`config.mk`:
```
export PLATFORM = sky130hd
export DESIGN_NAME = rom_load_sequencer
export DESIGN_NICKNAME = d
export VERILOG_FILES = /design/src/rtl/rom_load_pkg.sv /design/src/rtl/rom_region_decode.sv /design/src/rtl/rom_load_sequencer.sv
export SDC_FILE = /design/constraint.sdc
export NUM_CORES = 1
export LEC_CHECK = 0
export ABC_CLOCK_PERIOD_IN_PS = 1800
export BUFFER_PORTS_ARGS = -buffer_cell sky130_fd_sc_hd__clkbuf_2
export CORE_ASPECT_RATIO = 1.2
export CORE_MARGIN = 1.5
export CORE_UTILIZATION = 26
export CTS_CLUSTER_DIAMETER = 200
export CTS_CLUSTER_SIZE = 8
export DETAILED_ROUTE_END_ITERATION = 10
export PLACE_DENSITY = 0.49
export SYNTH_ARGS = -nofsm -noshare
export SYNTH_HDL_FRONTEND = slang
export SYNTH_HIERARCHICAL = 1
export SYNTH_SLANG_ARGS = --single-unit
```
`constraint.sdc`:
```
create_clock -name i_clk_sys -period 1.8 [get_ports i_clk_sys]
set_input_delay 0.18 -clock i_clk_sys [delete_from_list [all_inputs] [get_ports i_clk_sys]]
set_output_delay 0.18 -clock i_clk_sys [all_outputs]
set_load 0.01 [all_outputs]
```
`src/rtl/rom_load_pkg.sv`:
```
// Shared types and default geometry for the ROM download sequencer.
// Region bases and image size are byte addresses in the flat download stream.
package rom_load_pkg;
  localparam int ADDR_W          = 25;
  localparam int NUM_REGIONS     = 4;
  localparam int DEF_HOLD_CYCLES = 16;

  localparam logic [ADDR_W-1:0] DEF_R1_BASE    = 25'h0C000;
  localparam logic [ADDR_W-1:0] DEF_R2_BASE    = 25'h10000;
  localparam logic [ADDR_W-1:0] DEF_R3_BASE    = 25'h20000;
  localparam logic [ADDR_W-1:0] DEF_TOTAL_SIZE = 25'h20220;

  typedef logic [1:0] region_idx_t;

  typedef enum logic [2:0] {
    S_IDLE,
    S_LOAD,
    S_DRAIN,
    S_CHECK,
    S_HOLD,
    S_RUN,
    S_ERROR
  } state_t;
endpackage

```
`src/rtl/rom_region_decode.sv`:
```
// Flat address to region one-hot, in-region offset and out-of-image flag.
// Purely combinational: no latency, no backpressure.
module rom_region_decode
  import rom_load_pkg::*;
#(
  parameter logic [ADDR_W-1:0] R1_BASE    = DEF_R1_BASE,
  parameter logic [ADDR_W-1:0] R2_BASE    = DEF_R2_BASE,
  parameter logic [ADDR_W-1:0] R3_BASE    = DEF_R3_BASE,
  parameter logic [ADDR_W-1:0] TOTAL_SIZE = DEF_TOTAL_SIZE
) (
  input  logic [ADDR_W-1:0]      i_addr,
  output logic [NUM_REGIONS-1:0] o_region_oh,
  output logic [ADDR_W-1:0]      o_offset,
  output logic                   o_illegal
);
  region_idx_t       w_region;
  logic [ADDR_W-1:0] w_base;

  always_comb begin
    w_region = 2'd0;
    w_base   = '0;
    if (i_addr >= R3_BASE) begin
      w_region = 2'd3;
      w_base   = R3_BASE;
    end else if (i_addr >= R2_BASE) begin
      w_region = 2'd2;
      w_base   = R2_BASE;
    end else if (i_addr >= R1_BASE) begin
      w_region = 2'd1;
      w_base   = R1_BASE;
    end
  end

  assign o_region_oh = NUM_REGIONS'(1) << w_region;
  assign o_offset    = i_addr - w_base;
  assign o_illegal   = (i_addr >= TOTAL_SIZE);
endmodule

```
`src/rtl/rom_load_sequencer.sv`:
```
// Turns the HPS download byte stream into acknowledged per-region ROM writes; write issued 1 cycle
// after ioctl_wr, ioctl_wait held while the single-entry buffer is occupied; gates core reset on a clean load.
module rom_load_sequencer
  import rom_load_pkg::*;
#(
  parameter logic [ADDR_W-1:0] R1_BASE     = DEF_R1_BASE,
  parameter logic [ADDR_W-1:0] R2_BASE     = DEF_R2_BASE,
  parameter logic [ADDR_W-1:0] R3_BASE     = DEF_R3_BASE,
  parameter logic [ADDR_W-1:0] TOTAL_SIZE  = DEF_TOTAL_SIZE,
  parameter int                HOLD_CYCLES = DEF_HOLD_CYCLES
) (
  input  logic                   i_clk_sys,
  input  logic                   i_reset_n,
  input  logic                   i_ioctl_download,
  input  logic                   i_ioctl_wr,
  input  logic [ADDR_W-1:0]      i_ioctl_addr,
  input  logic [7:0]             i_ioctl_dout,
  output logic                   o_ioctl_wait,
  output logic [NUM_REGIONS-1:0] o_rom_we,
  output logic [ADDR_W-1:0]      o_rom_addr,
  output logic [7:0]             o_rom_data,
  input  logic                   i_rom_ack,
  output logic                   o_core_rst,
  output logic                   o_load_done,
  output logic                   o_load_err
);
  localparam int HOLD_W = $clog2(HOLD_CYCLES + 1);

  state_t                   r_state, w_next;
  logic                     r_dl_q;
  logic                     r_full;
  logic [NUM_REGIONS-1:0]   r_we;
  logic [ADDR_W-1:0]        r_addr;
  logic [7:0]               r_data;
  logic [ADDR_W-1:0]        r_count;
  logic                     r_err;
  logic [HOLD_W-1:0]        r_hold;

  logic [NUM_REGIONS-1:0]   w_dec_oh;
  logic [ADDR_W-1:0]        w_dec_offset;
  logic                     w_dec_illegal;
  logic                     w_dl_rise, w_ack, w_free, w_capture, w_bad_wr;

  rom_region_decode #(
    .R1_BASE    (R1_BASE),
    .R2_BASE    (R2_BASE),
    .R3_BASE    (R3_BASE),
    .TOTAL_SIZE (TOTAL_SIZE)
  ) u_decode (
    .i_addr      (i_ioctl_addr),
    .o_region_oh (w_dec_oh),
    .o_offset    (w_dec_offset),
    .o_illegal   (w_dec_illegal)
  );

  // An ack frees the buffer in the same cycle, so a back-to-back byte is not an overrun.
  assign w_dl_rise = i_ioctl_download & ~r_dl_q;
  assign w_ack     = r_full & i_rom_ack;
  assign w_free    = ~r_full | i_rom_ack;
  assign w_capture = (r_state == S_LOAD) & i_ioctl_wr & ~w_dec_illegal & w_free;
  assign w_bad_wr  = (r_state == S_LOAD) & i_ioctl_wr & (w_dec_illegal | ~w_free);

  always_ff @(posedge i_clk_sys or negedge i_reset_n) begin
    if (!i_reset_n) r_state <= S_IDLE;
    else            r_state <= w_next;
  end

  always_comb begin
    w_next = r_state;
    if (w_dl_rise) begin
      w_next = S_LOAD;
    end else begin
      case (r_state)
        S_LOAD:  if (!i_ioctl_download) w_next = S_DRAIN;
        S_DRAIN: if (!r_full) w_next = S_CHECK;
        S_CHECK: w_next = (r_count == TOTAL_SIZE && !r_err) ? S_HOLD : S_ERROR;
        S_HOLD:  if (r_hold == HOLD_W'(HOLD_CYCLES - 1)) w_next = S_RUN;
        default: w_next = r_state;
      endcase
    end
  end

  always_comb begin
    o_core_rst  = 1'b1;
    o_load_done = 1'b0;
    if (r_state == S_RUN) begin
      o_core_rst  = 1'b0;
      o_load_done = 1'b1;
    end
  end

  always_ff @(posedge i_clk_sys or negedge i_reset_n) begin
    if (!i_reset_n) begin
      r_dl_q  <= 1'b0;
      r_full  <= 1'b0;
      r_we    <= '0;
      r_addr  <= '0;
      r_data  <= '0;
      r_count <= '0;
      r_err   <= 1'b0;
      r_hold  <= '0;
    end else begin
      r_dl_q <= i_ioctl_download;
      if (w_ack) begin
        r_full <= 1'b0;
        r_we   <= '0;
      end
      if (w_capture) begin
        r_full <= 1'b1;
        r_we   <= w_dec_oh;
        r_addr <= w_dec_offset;
        r_data <= i_ioctl_dout;
      end
      if (w_dl_rise)                         r_count <= '0;
      else if (w_ack && (r_count != '1))     r_count <= r_count + ADDR_W'(1);
      if (w_dl_rise)                         r_err <= 1'b0;
      else if (w_bad_wr || (r_state == S_CHECK && r_count != TOTAL_SIZE)) r_err <= 1'b1;
      if (r_state != S_HOLD) r_hold <= '0;
      else                   r_hold <= r_hold + HOLD_W'(1);
    end
  end

  assign o_ioctl_wait = r_full;
  assign o_rom_we     = r_we;
  assign o_rom_addr   = r_addr;
  assign o_rom_data   = r_data;
  assign o_load_err   = r_err;
endmodule
```
# After elaboration in Yosys (flattened, before gate mapping)
# Index checks and enable logic that the tools add are counted.
dict set report classes {
  n_addsub 3
  magnitude_cmp 4
  eq_ne 13
  shift 1
  muxes 23
  bitwise 12
  reduce_logical 10
}
# operator n
set ops {}
lappend ops {{25-bit 2-to-1 mux} 4}
lappend ops {{25-bit by 18-bit greater-or-equal comparator with 1-bit output, second input constant} 2}
lappend ops {{25-bit by 1-bit adder with 25-bit output, second input constant} 1}
lappend ops {{25-bit by 18-bit equality test with 1-bit output, second input constant} 1}
lappend ops {{25-bit by 16-bit greater-or-equal comparator with 1-bit output, second input constant} 1}
lappend ops {{25-bit by 17-bit greater-or-equal comparator with 1-bit output, second input constant} 1}
lappend ops {{25-bit by 18-bit inequality test with 1-bit output, second input constant} 1}
lappend ops {{25-bit inequality test, second input constant} 1}
lappend ops {{25-bit subtractor} 1}
lappend ops {{16-bit 2-to-1 mux} 1}
lappend ops {{3-bit 2-to-1 mux} 4}
lappend ops {{3-bit inequality test, second input constant} 4}
lappend ops {{3-bit case mux with 4 select lines} 1}
lappend ops {{4-bit 2-to-1 mux} 2}
lappend ops {{1-bit 2-to-1 mux} 7}
lappend ops {{1-bit AND} 6}
lappend ops {{3-bit by 2-bit equality test with 1-bit output, second input constant} 2}
lappend ops {{3-bit equality test, second input constant} 2}
lappend ops {{2-bit 2-to-1 mux} 3}
lappend ops {{2-bit nonzero test} 3}
lappend ops {{5-bit by 1-bit adder with 5-bit output, second input constant} 1}
lappend ops {{5-bit by 4-bit equality test with 1-bit output, second input constant} 1}
lappend ops {{5-bit 2-to-1 mux} 1}
lappend ops {{5-bit nonzero test} 1}
lappend ops {{other kinds (8)} 14}
dict set report word_totals {
  register_bits 73
  input_bits 38
  output_inout_bits 41
  word_cells 75
}

# Depth between registers and ports, before layout
# Gate-level depths: netlist of the first run.
dict set report depth {
  depth_word 8
  depth_mapped 12
  ltp_nobuf 12
}

# Modules after synthesis
# The synthesis of the first run kept the hierarchy.
# mod n_inst cells_each area_per_inst_um2 seq_area_each_um2
set modules_own_cells {}
lappend modules_own_cells {rom_load_sequencer 1 304 3430.8 1826.8}
lappend modules_own_cells {rom_region_decode 1 61 475.5 0.0}

# Least setup slack after synthesis of the first run
# OpenSTA, ideal clock, no wires.
dict set report synth_timing {
  path_kind {input port to flip-flop}
  start {in i_ioctl_addr[21]}
  end {reg r_addr[22] (netlist: o_rom_addr[22])}
  setup_ns 0.125
  t_arrival_ns 2.883
  required_time_ns 1.675
  path_slack_ns -1.208
  path_stages 12
  n_path_buf 0
  cell_sequence {or4_4 or3_4 nor4_4 and3_1 ha_1 inv_1 fa_1 a21o_1 a21oi_1 and2b_1 xor2_1 mux2_2}
}
dict set report synth_between {
  elab_chain_cells 5
  elab_cells_between_ends 11
  cone_classes {add/sub: 1; order compare: 4; mux: 3; bitwise: 3}
}
# item line_no
set synth_lines {}
lappend synth_lines {{from (decl)} rom_load_sequencer.sv:16} ;# input logic [ADDR_W-1:0] i_ioctl_addr,
lappend synth_lines {{25-bit by 16-bit greater-or-equal comparator with 1-bit output} rom_region_decode.sv:28} ;# end else if (i_addr >= R1_BASE) begin
lappend synth_lines {{16-bit 2-to-1 mux} rom_region_decode.sv:28}
lappend synth_lines {{25-bit 2-to-1 mux} rom_region_decode.sv:25} ;# end else if (i_addr >= R2_BASE) begin
lappend synth_lines {{25-bit 2-to-1 mux} rom_region_decode.sv:22} ;# if (i_addr >= R3_BASE) begin
lappend synth_lines {{25-bit subtractor (*)} rom_region_decode.sv:35} ;# assign o_offset = i_addr - w_base;
lappend synth_lines {{net w_dec_offset[22]} rom_load_sequencer.sv:40} ;# logic [ADDR_W-1:0] w_dec_offset;
lappend synth_lines {{to (signal assigned)} rom_load_sequencer.sv:111} ;# r_addr <= w_dec_offset;
lappend synth_lines {{to (decl)} rom_load_sequencer.sv:33} ;# logic [ADDR_W-1:0] r_addr;
# The timed path passes the listed nets; every way through them passes the cells marked *.
# A chain may end at the register's enable or synchronous reset.

# Final worst setup path of the first run
dict set report layout_timing {
  start {in i_ioctl_addr[21]}
  end {reg r_addr[23] (netlist: o_rom_addr[23])}
}
# Same word-level chain as after synthesis.

==> metrics.txt, run 1 <==
outcome complete, but fails checks; failing checks negative setup slack; Seq/Total Area, Yosys between 40% and 50%; initial antenna violation count 0; vias in the first global route around 3300; DR WL/cell between 10 and 15 um; fin crit period about 2.7 ns; largest incremental delay on the critical path around 0.52 ns; Fillers between 1000 and 1500; Pre-antenna DRT Iters 4; Worst Max-Slew Pin Slew between 0.4 and 0.5 ns; Most common cell on crit path buf_6; DRT antenna net count 0; crit path max fanout 4; Port-buffer cells a little under 80; Setup-failing EPs final 38; Max Freq roughly 360 MHz; FF+latch count, synth 73; drt drc 0; Die H around 140 um; FP Rows 48; first-pass GRT wire length 16000 um; Tot Pwr just over 0.004 W; asr flop ratio synth 100%; GP Congestion 0.768; cells after synthesis approximately 370; clock sinks 73; CP cell instances buf_6, or4_4, or3_4, nor4_4, and3_1, ha_2, buf_4, buf_6, buf_6, nor2b_4, o31a_1, buf_4, nor4_4, xor2_1, mux2_4; nets between 500 and 600; slowest CP cell or4_4; Post-synth EDFFs 0; pin count of the biggest net entering global routing 74; Final Max Tran Viols 0; fin crit share 153%; relative slew slack 72.3%; Worst-path clk slew about 0.070 ns; WS Path Type primary input to register; CTS tree yes; Place WS -1.33 ns; final cell count without fillers between 700 and 800; total grt overflow 0; Synth Net Count just over 400; CTS H-tree depth 3; worst min-delay path category primary input to register; Leak 2.65 nW; initial drt markers 144; Clock Latency Late Sink approximately 0.34 ns; Setup Skew between 0.007 and 0.008 ns; Max Cap Viol 0; Final Core Density 39.0%; Yosys warning count 6; CP Capture Type register; Layout area overhead 45.1%; Fin. Hold Viols 0; Peak VDD IR between 0.3 and 0.4 mV; Post-synth top flop dfrtp_1; Starting Density approximately 27%; via count between 3000 and 4000; WP data required ~2.0 ns; Syn Area/Cell roughly 11 sq um; setup ws final -0.946 ns; hpwl dp 6990 um; Power per Cell Area ~720 nW/um^2; final wirelength just over 10000 um; Netlist cell types 60; Root Driver clkbuf_16; antenna fix cells 0; crit path launch type primary input; RSZ-0062 raised after global routing yes; Syn Std Cell Area a little under 4000 sq um; share of cells above drive strength 1 47.3%; CP arrival between 2 and 3 ns; TritonCTS buffer count 9; core area about 15000 sq um; die width 115 um; IO Pins 79; Total Routing Usage GR 13.0%; Max clock buf depth 2; Vias/cell 4.63; cell total after placement 676; die area 15800 sq um
critical path, delay by kind of cell:
| kind | cells | cell delay [ns] |
|---|---|---|
| AOI/OAI and AO/OA | 1 | 0.30 |
| xor gates and xnor gates | 1 | 0.10 |
| adders and majority gates | 1 | 0.18 |
| buffers and inverters | 5 | 0.54 |
| muxes | 1 | 0.26 |
| and+or+nand+nor | 6 | 1.42 |
Yosys cell counts (all sizes together), types with 2 or more instances:
library cell  number  share of area (%)
o21ai             14                1.9
a32oi              4               0.90
xor2              14                3.1
nor2b              8                1.3
buf               24                4.4
nand2             16                1.5
o21a               3               0.58
nor3               6               0.90
mux2i              4                1.0
nand2b             4               0.64
o211ai             2               0.38
and3               6               0.99
or3                8                1.4
inv               13                1.2
dfrtp             73                 47
o31a               3               0.67
nor4               8                1.7
nor2              26                2.5
a21oi             15                1.9
mux2              33                9.5
and4               5                1.2
a31oi              4               0.64
ha                 8                2.6
xnor2              8                1.8
nor4b              6                1.3
a211o              2               0.45
or4                2               0.48
nand4              9                1.6
clkbuf             6               0.61
nand3             14                2.1
report_power, final:
| group | internal, W | leakage (nW) | switching [W] |
|---|---|---|---|
| registers | 0.00171 | 1.01 | 0.0000482 |
| logic | 0.000286 | 1.51 | 0.000304 |
| clock network | 0.000958 | 0.131 | 0.000792 |
| total | 0.00295 | 2.65 | 0.00114 |
state kept, by name (all words and copies together), names as in the netlist:
| signal | flops |
|---|---|
| o_load_err | 1 |
| o_rom_we | 4 |
| r_count | 25 |
| r_state | 3 |
| o_ioctl_wait | 1 |
| r_dl_q | 1 |
| r_hold | 5 |
| o_rom_data | 8 |
| o_rom_addr | 25 |
final cells by class:
type | count | area (sq um) | area share [%]
Multi-Input combinational cell | 249 | 2100 | 37.0
Clock inverter | 7 | 60.1 | 1.06
Sequential cell | 73 | 1830 | 32.3
Inverter | 13 | 48.8 | 0.861
Clock buffer | 9 | 225 | 3.97
Timing Repair Buffer | 161 | 1160 | 20.4
Tap cell | 200 | 250 | 4.42
through the flow:
| step | area [sq um] | setup TNS (ns) | hold slack (ns) |
|---|---|---|---|
| after floorplan | 4030 | -24.29 | -0.116 |
| after global placement | 4960 | -32.73 | 0.247 |
| after detailed placement | 4960 | -33.52 | 0.252 |
| after CTS | 5510 | -23.05 | 0.0576 |
| after global routing | 5670 | -29.41 | 0.0649 |
| final | 5670 | -25.87 | 0.0658 |
metal layers:
layer  global-route usage, %  wire length (um)
met5                       0                 0
met4                    5.35               159
met3                    2.11               429
met2                    23.3              5240
met1                    15.3              4550
worst paths after layout:
path,start,endpoint,slack [ns],cells past startpoint
setup / recovery,i_ioctl_addr[21],o_rom_addr[23],-0.95,15
hold / removal,i_ioctl_dout[4],o_rom_data[4],0.07,2
setup reg to reg,r_state[1],o_rom_addr[16],-0.21,7
hold reg to reg,r_hold[0],r_hold[0],0.46,1
max in group asynchronous,i_reset_n,r_count[0],1.05,3
min in group asynchronous,i_reset_n,o_rom_addr[9],0.39,3
logic make-up after synthesis:
logic type               share of synthesized area [%]
multiplexers                                      10.5
AND/OR/NAND/NOR                                   18.9
flip-flops                                        46.8
XOR/XNOR                                          4.93
AO/OA/AOI/OAI                                     9.51
buffers and inverters                             6.25
adder cells (fa/ha/maj)                           3.08
what timing repair did:
item / in CTS / in global routing
pin swaps: 3 / 6
setup buffers: 17 / 8
hold endpoints to repair: 74 / 0
setup endpoints to repair: 38 / 51
hold buffers: 2 / 0
gates cloned: 3 / 1
resized for setup: 16 / 31
cells in the final DEF (no fill, tap or decap), types with 5 or more instances in the layout:
master	netlist	routed
buf_6	1	7
nor2b_1	8	5
nor4_1	7	5
mux2_4	0	32
nand4_1	8	8
nand3_1	13	13
xnor2_1	8	8
clkbuf_16	0	9
ha_1	8	5
buf_12	0	5
nor4b_1	6	5
or3_1	7	6
a21oi_1	15	14
o21ai_1	0	5
dfrtp_1	73	72
o21ai_0	13	8
and3_1	5	5
buf_4	18	67
inv_1	13	12
nor2_1	26	25
xor2_1	14	13
clkbuf_2	1	76
nand2_1	16	15
No activity file was read; power rests on OpenSTA's default activity.
==> run 2, diff against run 1 <==
--- a/config.mk
+++ b/config.mk
@@ -7,13 +7,13 @@
 export LEC_CHECK = 0
 export ABC_CLOCK_PERIOD_IN_PS = 1800
 export BUFFER_PORTS_ARGS = -buffer_cell sky130_fd_sc_hd__clkbuf_2
+export CAP_MARGIN = 20
 export CORE_ASPECT_RATIO = 1.2
 export CORE_MARGIN = 1.5
 export CORE_UTILIZATION = 26
 export CTS_CLUSTER_DIAMETER = 200
 export CTS_CLUSTER_SIZE = 8
 export DETAILED_ROUTE_END_ITERATION = 10
-export PLACE_DENSITY = 0.49
 export SYNTH_ARGS = -nofsm -noshare
 export SYNTH_HDL_FRONTEND = slang
 export SYNTH_HIERARCHICAL = 1
==> run 2 against run 1 <==
  * The flow still finishes with violations (negative setup slack)
  * Maximum frequency is 0.57% higher
  * Critical path depth is 2 lower
  * Cell area is 0.49% lower
  * Power is 8.1% higher
  * Sequential share of layout area is 0.14 points higher
  * Utilization is 0.19 points lower
  * Final cell count is 0.42% lower
  * Via count is 0.58% lower
  * Clock power is 18% higher
  * Register-to-register slack better by 0.12 ns
  * Combinational power is 3% higher
  * Global-route usage is 0.26 points higher
  * Critical path type unchanged
==> metrics.txt, run 2 (synthesis results as in run 1) <==
Max Cap Viol 0 (unchanged); DRT antenna net count 0 (unchanged); nets 551 (-0.54%); initial antenna violation count 0 (unchanged); WS Path Type primary input to register; Fin. Hold Viols 0 (unchanged); commonest non-fill, non-tap cell in the layout clkbuf_2; worst flop-to-flop path startpoint r_state[1]; CTS H-tree depth 3 (unchanged); failing checks negative setup slack; Power per Cell Area 785 nW/um^2 (+8.6%); WHS Endpoint r_dl_q; die width 115 um (unchanged); clock sinks 73 (unchanged); Max Freq 366 MHz (+0.57%); CP cell instances buf_6, or4_4, or3_4, nor4_4, and3_1, ha_2, inv_2, fa_2, a21o_1, a21oi_4, nand2b_1, xnor2_1, mux2_4; initial drt markers 124 (-14%); WP data required 2.02 ns (about the same); FP Rows 48 (unchanged); CTS tree yes; antenna fix cells 0 (unchanged); die area 15800 sq um (unchanged); fin crit period 2.73 ns (-0.0155 ns); cell total after placement 681 (+0.74%); drt drc 0 (unchanged); first-pass GRT wire length 16200 um (+0.69%); fin crit share 152% (-0.86 points); commonest non-fill, non-tap cells in the layout clkbuf_2, dfrtp_1, buf_4; crit path launch type primary input; R2R setup slack -0.09 ns (+0.12 ns); IO Pins 79 (unchanged); Setup Skew 0.00634 ns (-0.00137 ns); setup TNS -25.01 ns (+0.855 ns); hpwl dp 7340 um (+5.1%); slowest CP cell or4_4; setup ws final -0.931 ns (+0.0155 ns); largest incremental delay on the critical path 0.52 ns (about the same); vias in the first global route 3320 (+0.97%); capturing point of the worst reg2reg path o_rom_addr[4]; final cell count without fillers 709 (-0.42%); Pre-antenna DRT Iters 4 (unchanged); Port-buffer cells 78 (unchanged); Max clock buf depth 2 (unchanged); Vias/cell 4.63 (-0.16%); final wirelength 10300 um (-0.93%); Top delay family on crit path simple AND/OR/NAND/NOR gates; share of cells above drive strength 1 46.4% (-0.90 points); relative slew slack 53.6% (-19 points); Peak VDD IR 0.405 mV (+1.4%); Stages on worst setup path 13 (-2); R2R depth 7 (unchanged); Total Routing Usage GR 13.2% (+0.26 points); hold path depth 1 (-1); Placed Area 5000 sq um (+0.81%); Min Hold Slack 0.0271 ns (-0.0387 ns); Layout area overhead 44.4%; Die H 137 um (unchanged); CP arrival 2.95 ns (-0.03 ns); total grt overflow 0 (unchanged); Buf/Inv on CP 2 (-3); GP Congestion 0.906 (+18%); Worst Max-Slew Pin Slew 0.695 ns (+0.280 ns); Root Driver clkbuf_16; TritonCTS buffer count 9 (unchanged); Leak 2.67 nW (+0.80%); Final Max Tran Viols 0 (unchanged); fin area 5640 sq um (-0.49%); CP Capture Type register; worst min-delay path category primary input to register; Setup-failing EPs final 39 (+2.6%); HP Start i_ioctl_download; pin count of the biggest net entering global routing 38 (-49%); RSZ-0062 raised after global routing yes; core area 14500 sq um (unchanged); Worst-path clk slew 0.06 ns (about the same); via count 3281 (-0.58%); outcome complete, but fails checks; DR WL/cell 14.5 um (-0.51%); crit path max fanout 4 (unchanged); Starting Density 26.9% (unchanged); Clock Latency Late Sink 0.34 ns (about the same)
-- run 2: changes by cell type in the layout (fill, tap and decap cells not counted), sizes merged --
cell | before | now
inv | 17 | 13
bufinv | 0 | 3
buf | 83 | 81
clkbuf | 85 | 87
clkinvlp | 3 | 1
clkinv | 0 | 1
dlygate4sd3 | 2 | 1
-- run 2: repair_timing --
action,in CTS,in global routing
setup buffers,7,6
cloned,3,0
pin swaps,1,9
endpoints found under the hold margin,36,0
setup endpoints to repair,37,45
gates resized for setup,18,21
hold buffers,1,0
-- run 2: area by class of cell --
class / count / area (sq um)
Clock buffer: 11 / 243
Clock inverter: 5 / 103
Fill cell: 1421 / 8890
Inverter: 13 / 48.8
Multi-Input combinational cell: 249 / 2070
Sequential cell: 73 / 1830
Tap cell: 200 / 250
Timing Repair Buffer: 158 / 1100
-- run 2: how the worst max path moves through the flow --
| stage | start | endpoint |
|---|---|---|
| after floorplan | i_ioctl_addr[21] | o_rom_addr[22] |
| after global placement | i_ioctl_addr[21] | o_rom_addr[22] |
| after detailed placement | i_ioctl_addr[21] | o_rom_addr[24] |
| after CTS | i_ioctl_addr[21] | o_rom_addr[24] |
| after global routing | i_ioctl_addr[21] | o_rom_addr[22] |
| final | i_ioctl_addr[21] | o_rom_addr[24] |
-- run 2: metrics by stage --
step / utilization, % / setup slack (ns) / total power (W)
floorplan: - / -1.07 / 0.00207
global placement: 34.4 / -1.25 / 0.00235
detailed placement: 34.4 / -1.28 / 0.00237
CTS: 38.2 / -0.910 / 0.00447
global route: 38.8 / -1.02 / 0.00463
finish: 38.8 / -0.931 / 0.00443
-- run 2: power breakdown --
group / internal (W) / switching, W / leakage, nW
Clock: 0.00139 / 0.000673 / 0.166
Combinational: 0.000285 / 0.000323 / 1.50
Sequential: 0.00171 / 0.0000481 / 1.01
Total: 0.00339 / 0.00104 / 2.67
-- run 2: worst register-to-register path, stage by stage, from the launching register on --
cell and delay [ns]:
dfrtp_1 0.38, nor4bb_1 0.27, buf_4 0.17, nor2b_2 0.17, nor2b_4 0.20, buf_6 0.14, buf_12 0.13, mux2_4 0.31
-- run 2: per-layer routing --
metal	GRT usage (%)	wire length, um
met1	15.1	4410
met2	23.7	5230
met3	3.12	494
met4	5.14	151
met5	0	0
==> run 3, diff against run 2 <==
--- a/config.mk
+++ b/config.mk
@@ -18,3 +18,4 @@
 export SYNTH_HDL_FRONTEND = slang
 export SYNTH_HIERARCHICAL = 1
 export SYNTH_SLANG_ARGS = --single-unit
+export TNS_END_PERCENT = 20
==> run 3 against run 2 <==
  * The run still ends with negative setup slack left
  * Sequential cell count unchanged
  * Count of clock-buffer cells in the layout unchanged
  * Global-route usage decreased by 0.59 points
  * Critical path type unchanged
  * Critical endpoint unchanged
==> metrics.txt, run 3 (synthesis results as in run 1) <==
fin area 5420 sq um (-4.0%); Fillers 1448 (+1.9%); Buf/Inv on CP 2 (unchanged); outcome complete, but fails checks; Pre-antenna DRT Iters 4 (unchanged); Starting Density 26.9% (unchanged); setup TNS -20.21 ns (+4.80 ns); Root Driver clkbuf_16; vias in the first global route 3277 (-1.3%); clock sinks 73 (unchanged); Port-buffer cells 78 (unchanged); Power per Cell Area 786 nW/um^2 (+0.12%); initial antenna violation count 0 (unchanged); CP Capture Type register; largest incremental delay on the critical path 0.53 ns (about the same); setup ws final -0.903 ns (+0.0277 ns); Top delay family on crit path simple AND/OR/NAND/NOR gates; core area 14500 sq um (unchanged); Die H 137 um (unchanged); Vias/cell 4.66 (+0.62%); IO Pins 79 (unchanged); crit path launch type primary input; antenna fix cells 0 (unchanged); WS Path Type primary input to register; Setup Skew 0.00772 ns (+0.00138 ns); Final Core Density 37.3% (-1.5 points); GP Congestion 0.896 (-1.1%); RSZ-0062 raised after global routing yes; Setup-failing EPs final 37 (-5.1%); failing checks negative setup slack; Final Max Tran Viols 0 (unchanged); DR WL/cell 14.1 um (-2.8%); commonest non-fill, non-tap cells in the layout clkbuf_2, dfrtp_1, buf_4; via count 3250 (-0.94%); nets 540 (-2.0%); final wirelength 9840 um (-4.3%); Worst-path clk slew 0.05 ns (about the same); Worst Max-Slew Pin Slew 0.572 ns (-0.123 ns); commonest non-fill, non-tap cell in the layout clkbuf_2; CP cell instances buf_6, or4_4, or3_4, nor4_4, and3_1, ha_2, inv_2, fa_2, a21o_1, a21oi_4, nand2b_1, xnor2_1, mux2_2; drt drc 0 (unchanged); CTS tree yes; fin crit share 150% (-1.5 points); Fin. Hold Viols 0 (unchanged); first-pass GRT wire length 15600 um (-3.2%); die area 15800 sq um (unchanged); FP Rows 48 (unchanged); Clock Latency Late Sink 0.34 ns (about the same); crit path max fanout 4 (unchanged); total grt overflow 0 (unchanged); die width 115 um (unchanged); worst min-delay path category primary input to register; initial drt markers 130 (+4.8%); Placed Area 4830 sq um (-3.4%); Max Freq 370 MHz (+1.0%); pin count of the biggest net entering global routing 44 (+16%); Leak 2.55 nW (-4.5%); fin crit period 2.70 ns (-0.0277 ns); CP arrival 2.92 ns (-0.03 ns); Peak VDD IR 0.464 mV (+15%); Total Routing Usage GR 12.6% (-0.59 points); DRT antenna net count 0 (unchanged); TritonCTS buffer count 9 (unchanged); Max Cap Viol 0 (unchanged); WP data required 2.02 ns (about the same); relative slew slack 61.9% (+8.3 points); Place WS -1.32 ns (-0.0377 ns); hpwl dp 7200 um (-2.0%); Min Hold Slack 0.0215 ns (-0.00562 ns); slowest CP cell or4_4; Max clock buf depth 2 (unchanged); Layout area overhead 38.6%; share of cells above drive strength 1 44.8% (-1.6 points); CTS H-tree depth 3 (unchanged)
==> run 3: stage by stage <==
| step | total power (W) | instances |
|---|---|---|
| 3_3_place_gp | 0.00234 | 671 |
| 6_report | 0.00426 | 698 |
| 3_5_place_dp | 0.00235 | 671 |
| 2_1_floorplan | 0.00206 | 365 |
| 5_1_grt | 0.00446 | 698 |
| 4_1_cts | 0.00431 | 693 |
==> run 3: worst paths after layout <==
check                                  from        endpoint  slack (ns)  cells past startpoint
min reg2reg                       r_hold[0]       r_hold[0]        0.46                      1
max in group asynchronous         i_reset_n  o_rom_addr[16]        0.85                      3
max                        i_ioctl_addr[21]  o_rom_addr[24]       -0.90                     13
min in group asynchronous         i_reset_n       r_hold[0]        0.38                      2
min                        i_ioctl_download          r_dl_q        0.02                      1
max reg2reg                      r_state[1]  o_rom_addr[17]       -0.19                      7
==> run 3: cell type report <==
cell class / count / area [sq um] / share of cell area, %
multi-input cells: 249 / 1960 / 36.1
well taps: 200 / 250 / 4.62
repair buffers: 147 / 1010 / 18.6
clock inverters: 5 / 78.8 / 1.46
clock buffers: 11 / 243 / 4.48
flip-flops and latches: 73 / 1830 / 33.8
inverters: 13 / 48.8 / 0.901
==> run 3: where the power goes <==
part	switching [W]	total (W)	internal (W)	leakage, nW
sequential	0.0000442	0.00176	0.00171	1.01
clock	0.000671	0.00192	0.00125	0.159
combinational	0.000312	0.000582	0.000270	1.39
total	0.00103	0.00426	0.00323	2.55
==> run 3: timing repair <==
action,in CTS,in global routing
resized for setup,13,13
setup buffers,5,2
hold buffers,1,0
gates cloned,0,3
hold endpoints to repair,41,0
pin swaps,6,3
endpoints found under the setup margin,39,52
==> run 3: per-layer routing <==
metal / global-route usage (%) / part of all wire, % / wire length [um]
met5: 0 / 0 / 0
met4: 4.39 / 1.3 / 126
met3: 3.17 / 4.6 / 456
met2: 22.5 / 51 / 5000
met1: 14.7 / 43 / 4250
